--- config.mk ---
export PLATFORM = sky130hd
export DESIGN_NAME = mult
export DESIGN_NICKNAME = d
export VERILOG_FILES = /design/src/rtl/mult.sv
export SDC_FILE = /design/constraint.sdc
export NUM_CORES = 1
export LEC_CHECK = 0
export ABC_AREA = 1
export BUFFER_PORTS_ARGS = -buffer_cell sky130_fd_sc_hd__buf_2
export CAP_MARGIN = 20
export CORE_MARGIN = 2
export CORE_UTILIZATION = 56
export CTS_BUF_LIST = sky130_fd_sc_hd__clkbuf_4 sky130_fd_sc_hd__clkbuf_8
export CTS_CLUSTER_DIAMETER = 30
export CTS_CLUSTER_SIZE = 24
export DETAILED_ROUTE_END_ITERATION = 8
export GPL_ROUTABILITY_DRIVEN = 0
export GPL_TIMING_DRIVEN = 0
export PLACE_DENSITY = 0.76
export SLEW_MARGIN = 20
export SYNTH_ARGS = -nofsm -noshare
export SYNTH_HDL_FRONTEND = slang
export SYNTH_SLANG_ARGS = --single-unit
--- constraint.sdc ---
create_clock -name clk -period 3.8 [get_ports clk]
set_input_delay 0.38 -clock clk [delete_from_list [all_inputs] [get_ports clk]]
set_output_delay 0.38 -clock clk [all_outputs]
set_load 0.01 [all_outputs]
--- src/rtl/mult.sv ---
// rtl/mult.sv - Multicycle radix-2 Booth signed multiplier producing a 2*WIDTH-bit HI/LO product
//
// Ports:
//   clk          rising-edge clock
//   reset        asynchronous active-low reset
//   a            multiplicand (two's complement), sampled on the start edge
//   b            multiplier (two's complement), sampled on the start edge
//   multControl  start request; high at a rising edge starts (or restarts) an operation
//   multStop     one-cycle done pulse; hi/lo are valid from this cycle onwards
//   hi           upper WIDTH bits of the product
//   lo           lower WIDTH bits of the product

module mult #(
    parameter int WIDTH = 32
) (
    input  logic             clk,
    input  logic             reset,
    input  logic [WIDTH-1:0] a,
    input  logic [WIDTH-1:0] b,
    input  logic             multControl,
    output logic             multStop,
    output logic [WIDTH-1:0] hi,
    output logic [WIDTH-1:0] lo
);

    localparam logic [5:0] LAST_STEP = 6'(WIDTH - 1);

    typedef enum logic [1:0] {
        S_IDLE = 2'd0,
        S_RUN  = 2'd1,
        S_DONE = 2'd2
    } state_t;

    state_t           r_state, w_state_nxt;
    logic [WIDTH:0]   r_m, w_m_nxt;
    logic [WIDTH:0]   r_a, w_a_nxt;
    logic [WIDTH-1:0] r_q, w_q_nxt;
    logic             r_q1, w_q1_nxt;
    logic [5:0]       r_count, w_count_nxt;
    logic [WIDTH-1:0] r_hi, w_hi_nxt;
    logic [WIDTH-1:0] r_lo, w_lo_nxt;
    logic             r_stop, w_stop_nxt;

    // One Booth step: add/subtract the multiplicand according to the
    // {Q[0], Q_1} pair, then arithmetic shift right of {A, Q, Q_1}.
    // The extra accumulator bit keeps the most-negative squared case exact.
    logic [WIDTH:0]   w_sum;
    logic [WIDTH:0]   w_a_shift;
    logic [WIDTH-1:0] w_q_shift;

    always_comb begin
        w_sum = r_a;
        case ({r_q[0], r_q1})
            2'b01:   w_sum = r_a + r_m;
            2'b10:   w_sum = r_a - r_m;
            default: w_sum = r_a;
        endcase
        w_a_shift = {w_sum[WIDTH], w_sum[WIDTH:1]};
        w_q_shift = {w_sum[0], r_q[WIDTH-1:1]};
    end

    always_ff @(posedge clk or negedge reset) begin
        if (!reset) begin
            r_state <= S_IDLE;
            r_m     <= '0;
            r_a     <= '0;
            r_q     <= '0;
            r_q1    <= 1'b0;
            r_count <= '0;
            r_hi    <= '0;
            r_lo    <= '0;
            r_stop  <= 1'b0;
        end else begin
            r_state <= w_state_nxt;
            r_m     <= w_m_nxt;
            r_a     <= w_a_nxt;
            r_q     <= w_q_nxt;
            r_q1    <= w_q1_nxt;
            r_count <= w_count_nxt;
            r_hi    <= w_hi_nxt;
            r_lo    <= w_lo_nxt;
            r_stop  <= w_stop_nxt;
        end
    end

    always_comb begin
        w_state_nxt = r_state;
        w_m_nxt     = r_m;
        w_a_nxt     = r_a;
        w_q_nxt     = r_q;
        w_q1_nxt    = r_q1;
        w_count_nxt = r_count;
        w_hi_nxt    = r_hi;
        w_lo_nxt    = r_lo;
        w_stop_nxt  = 1'b0;

        // A start request wins over everything, including the final step,
        // so a restart on the completing edge suppresses that done pulse.
        if (multControl) begin
            w_m_nxt     = {a[WIDTH-1], a};
            w_a_nxt     = '0;
            w_q_nxt     = b;
            w_q1_nxt    = 1'b0;
            w_count_nxt = '0;
            w_hi_nxt    = '0;
            w_lo_nxt    = '0;
            w_state_nxt = S_RUN;
        end else begin
            case (r_state)
                S_RUN: begin
                    w_a_nxt     = w_a_shift;
                    w_q_nxt     = w_q_shift;
                    w_q1_nxt    = r_q[0];
                    w_count_nxt = r_count + 6'd1;
                    if (r_count == LAST_STEP) begin
                        w_hi_nxt    = w_a_shift[WIDTH-1:0];
                        w_lo_nxt    = w_q_shift;
                        w_stop_nxt  = 1'b1;
                        w_state_nxt = S_DONE;
                    end
                end
                S_DONE: begin
                    w_state_nxt = S_IDLE;
                end
                default: begin
                    w_state_nxt = S_IDLE;
                end
            endcase
        end
    end

    assign multStop = r_stop;
    assign hi       = r_hi;
    assign lo       = r_lo;

endmodule

# [Yosys cells after proc, flatten, opt, wreduce, memory -nomap -nowiden]
# Index checks and enable logic that the tools add are counted.
[totals] regBits=171 latch_bits=0 ram_bits=0 rom_bits=0 input_bits=67 out_inout_bits=65 elab_cells=41 n_memories=0
[classes] add_sub_neg=3 mul=0 n_div=0 order_cmp=0 n_eq_ne=5 shift=0 mux=21 bitwise_logic=0 n_reduce_logical=3
[op_table] op="$mux W32" n=8
[op_table] op="$mux W33" n=2
[op_table] op="$pmux W33 S2" n=1
[op_table] op="$add A33 B33 Y33" n=1
[op_table] op="$sub A33 B33 Y33" n=1
[op_table] op="$mux W6" n=2
[op_table] op="$add A6 B1 Y6 const B" n=1
[op_table] op="$eq A6 B5 Y1 const B" n=1
[op_table] op="$mux W2" n=3
[op_table] op="$mux W1" n=5
[op_table] op="$eq A2 B1 Y1 const B" n=2
[op_table] op="$reduce_bool A2 Y1" n=2
[op_table] op="$ne A3 B3 Y1 const B" n=1
[op_table] op="$eq A2 B2 Y1 const B" n=1
[op_table] op="$reduce_and A2 Y1" n=1

# [Logic depth before layout (Yosys ltp)]
[logic_depth] ltp_word=5 ltp_mapped=23 depth_no_buf=23

# [Worst setup path before layout]
# No wires, ideal clock.
[synth_path] kind="register -> register" startpoint="reg r_q1" endpoint="reg r_a[21]" setup_ps=132 arrival_ps=2688 required_time_ps=3668 slack_ps=981 stages_incl_launch_ff=21 path_buffers=1 period_less_slack_ps=2819 path_cell_list="dfrtp_1 inv_1 ha_1 clkinv_1 clkbuf_1 nand2_1 xor2_1 inv_1 ha_1 nand2_1 inv_1 a21oi_1 inv_1 a21oi_1 nand2_1 nand2_1 nand2_1 nand2_1 nand3_1 nand2_1 o21ai_0"
[synth_between] elab_chain_len=4 word_cells_on_any_way=5 classes_between="eq/ne: 2; mux: 3"
[synth_lines] element="start, declared" line="38" text="logic r_q1, w_q1_nxt;"
[synth_lines] element="start signal, assigned" line="78" text="r_q1 <= w_q1_nxt;"
[synth_lines] element="$eq A2 B2 Y1 / $eq A2 B1 Y1 (equally long branches)" line="53" text="case ({r_q[0], r_q1})"
[synth_lines] element="$pmux W33 S2 (*)" line="53"
[synth_lines] element="$mux W33 (*)" line="109" text="case (r_state)"
[synth_lines] element="$mux W33 (*)" line="99" text="if (multControl) begin"
[synth_lines] element="end signal, assigned" line="76" text="r_a <= w_a_nxt;"
[synth_lines] element="end, declared" line="36" text="logic [WIDTH:0] r_a, w_a_nxt;"
# Mark *: on every way between the ends. The rest lies on a longest branch, timed or not. The select of a mux whose other input is x is not followed.
# A chain may end at the register's enable or synchronous reset.

# [Worst setup path in the final report]
[layout_path] startpoint="reg r_m[0]" endpoint="reg r_hi[30] (netlist: hi[30])"
[layout_between] elab_chain_len=5 word_cells_on_any_way=6 classes_between="add/sub: 2; mux: 4"
[layout_lines] element="start, declared" line="35" text="logic [WIDTH:0] r_m, w_m_nxt;"
[layout_lines] element="start signal, assigned" line="75" text="r_m <= w_m_nxt;"
[layout_lines] element="$sub A33 B33 Y33 / $add A33 B33 Y33 (equally long branches)" line="55, 54"
[layout_lines] element="$pmux W33 S2 (*)" line="53"
[layout_lines] element="$mux W32 (*)" line="115" text="if (r_count == LAST_STEP) begin"
[layout_lines] element="$mux W32 (*)" line="109"
[layout_lines] element="$mux W32 (*)" line="99"
[layout_lines] element="end signal, assigned" line="80" text="r_hi <= w_hi_nxt;"
[layout_lines] element="end, declared" line="40" text="logic [WIDTH-1:0] r_hi, w_hi_nxt;"
# Marks and branches as above.

==> impl_metrics.env <==
export IMPL_placed_area_um2=11000
export IMPL_num_io_pins=132
export IMPL_wl_um=30000
export IMPL_postSynthCellCount=1371
export IMPL_mostFrequentLayoutCell="nand2_1"
export IMPL_holdCritPathClass="in -> reg"
export IMPL_arrival_ns=3.89
export IMPL_final_setup_tns_ns=0
export IMPL_clk_latency_ns=0.48
export IMPL_maxCapViolCount=0
export IMPL_crit_type="reg -> reg"
export IMPL_core_um2=17800
export IMPL_synth_cell_type_count=40
export IMPL_finClkSkew_ns=0.0123
export IMPL_cts_tree="done"
export IMPL_slew_violations=0
export IMPL_path_max_fanout=5
export IMPL_cts_sinks=170
export IMPL_dp_slack_ns=0.149
export IMPL_vias=9774
export IMPL_route_detailed_drc=0
export IMPL_grtUsageTotal=0.316
export IMPL_area_growth_pct=13.9
export IMPL_syn_cell_area_um2=10100
export IMPL_crit_path_end="hi[30]"
export IMPL_critPathLaunchType="flip-flop"
export IMPL_htree_levels=4
export IMPL_hpwl_um=22500
export IMPL_synthesis_nets=1474
export IMPL_die_x_um=138
export IMPL_antenna_found_initial=1
export IMPL_fp_dieArea_um2=19100
export IMPL_period_needed_ns=3.52
export IMPL_drt_iter0_drc=949
export IMPL_synth_edff_count=0
export IMPL_numCtsBuffers=17
export IMPL_r2r_setup_slack_ns=0.28
export IMPL_final_cell_mix="429 x nand2_1, 179 x inv_1, 170 x dfrtp_1"
export IMPL_max_slew_margin=0.349
export IMPL_status="finished, final reports clean"
export IMPL_setup_viol=0
export IMPL_grt_pass1_wl_um=47700
export IMPL_ys_seq_elements=170
export IMPL_powerDensity_nw_per_um2=519
export IMPL_final_hold_viol_count=0
export IMPL_first_pass_iters=7
export IMPL_final_area_um2=11500
export IMPL_nNetsFinal=1627
export IMPL_num_rows=49
export IMPL_grt_pass1_vias=9209
export IMPL_clock_root_buffer="clkbuf_8"
export IMPL_final_setup_worst_slack_ns=0.276
export IMPL_worstMarginPinSlew_ns=0.977
export IMPL_worstRegToRegCells=21
export IMPL_final_util=0.645
export IMPL_via_per_inst=5.53
export IMPL_ys_seq_area_frac=0.423
export IMPL_max_freq_mhz=284
export IMPL_grt_max_degree=87
export IMPL_r2r_start="r_m[0]"
export IMPL_critical_path_startpoint="r_m[0]"
export IMPL_peakVddDrop_v=0.000276
export IMPL_clkSlewWorstSetupHoldPaths_ns=0.10
export IMPL_ant_nets=0
export IMPL_avgRoutedWirePerCell_um=17.0
export IMPL_initial_utilization=0.566
export IMPL_async_flop_share=1.00
export IMPL_synth_top_flop_cell="dfrtp_1"
export IMPL_yosys_warnings=0
export IMPL_syn_area_per_cell_um2=7.34
export IMPL_cp_end_kind="flip-flop"
export IMPL_port_buffers=130
export IMPL_clockBufferDepth=2
export IMPL_overflow=0
export IMPL_drive_gt1_frac=0.141
export IMPL_p_leak_nw=6.17
export IMPL_fin_crit_sh=0.927
export IMPL_r2r_end="hi[30]"
export IMPL_die_h_um=138
export IMPL_required_ns=4.17
[flip-flops by register name, indices dropped and copies added (netlist names)]
register,count
hi,32
r_q,32
lo,32
r_a,32
r_count,6
multStop,1
r_state,2
r_m,32
r_q1,1
[power by group]
| group | total, mW | internal (mW) | switching (mW) |
|---|---|---|---|
| registers | 2.26 | 2.06 | 0.198 |
| logic | 2.46 | 0.830 | 1.63 |
| clock network | 1.23 | 0.496 | 0.738 |
| total | 5.95 | 3.39 | 2.56 |
[synthesized netlist by cell type (6+ instances only)]
library cell,n,share of area
o21ai_2,9,0.0078
nand3_1,83,0.041
a21oi_1,55,0.027
xor2_1,29,0.025
o221ai_1,16,0.014
nand4_1,17,0.011
nor2_1,101,0.038
inv_1,179,0.067
nand2_1,429,0.16
o211ai_1,10,0.0075
o21ai_0,87,0.043
a22oi_1,7,0.0052
buf_6,6,0.0067
a31oi_1,8,0.0050
o21ai_1,27,0.013
clkbuf_1,32,0.012
nor3_1,12,0.0060
inv_2,6,0.0022
ha_1,35,0.044
dfrtp_1,170,0.42
buf_2,7,0.0035
[what timing repair did]
item / 4_1_cts / 5_1_grt
hold buffers: 1 / 0
endpoints found under the hold margin: 84 / 0
setup endpoints to repair: 0 / 44
setup buffers: 0 / 2
resized for setup: 0 / 7
[layout make-up]
class / count / area (um^2)
fill: 1632 / 6320
antenna: 1 / 2.50
buffer: 46 / 226
multi-input combinational: 968 / 4910
timing repair buffer: 134 / 713
sequential: 170 / 4250
clock inverter: 13 / 110
clock buffer: 19 / 255
tap: 229 / 287
inverter: 187 / 706
[worst max-delay path, cell delays in order (launching register included)]
cell	delay (ns)
dfrtp_1	0.42
inv_1	0.14
ha_1	0.20
nand2_1	0.16
nor3_2	0.27
nand2_1	0.13
o31ai_2	0.27
nand2_1	0.15
xor2_2	0.29
ha_1	0.34
inv_1	0.09
o21bai_1	0.07
inv_1	0.08
nor2_1	0.04
nor2_1	0.12
nand2_1	0.09
a21oi_1	0.18
nand2_1	0.07
nand2_1	0.06
nand3_1	0.08
nand3_1	0.10
nand2_1	0.05
[kinds of logic (layout without fill, tap and decap cells)]
logic type               count (synthesis)  after routing  synth area share
AO/OA/AOI/OAI                          238            238             0.140
flip-flops                             170            170             0.423
other                                    0              1                 0
AND/OR/NAND/NOR                        660            660             0.270
adder cells (fa/ha/maj)                 36             36            0.0455
XOR/XNOR                                34             34            0.0296
buffers and inverters                  233            399            0.0923
[layer usage]
metal	track usage	vias up	part of all wire	wire length, um
li1	-	4724	-	-
met1	0.456	4543	0.44	13200
met2	0.462	432	0.42	12700
met3	0.0766	75	0.10	3060
met4	0.128	0	0.036	1080
met5	0	-	0	0
[how the worst min path moves through the flow]
stage | start | endpoint | cells after the start
final | a[3] | r_m[3] | 3
after global routing | a[3] | r_m[3] | 3
after CTS | a[3] | r_m[3] | 3
after detailed placement | reset | hi[3] | 1
after global placement | lo[10] | lo[10] | 2
after floorplan | reset | hi[0] | 0
[stage by stage]
step / instances / total power, mW / hold slack (ns)
after floorplan: 1371 / 3.94 / 0.0844
after global placement: 1730 / 4.59 / 0.451
after detailed placement: 1731 / 4.66 / 0.429
after CTS: 1764 / 5.89 / 0.0829
after global routing: 1767 / 6.37 / 0.0820
final: 1767 / 5.95 / 0.0933
(Power assumes the default switching activity.)
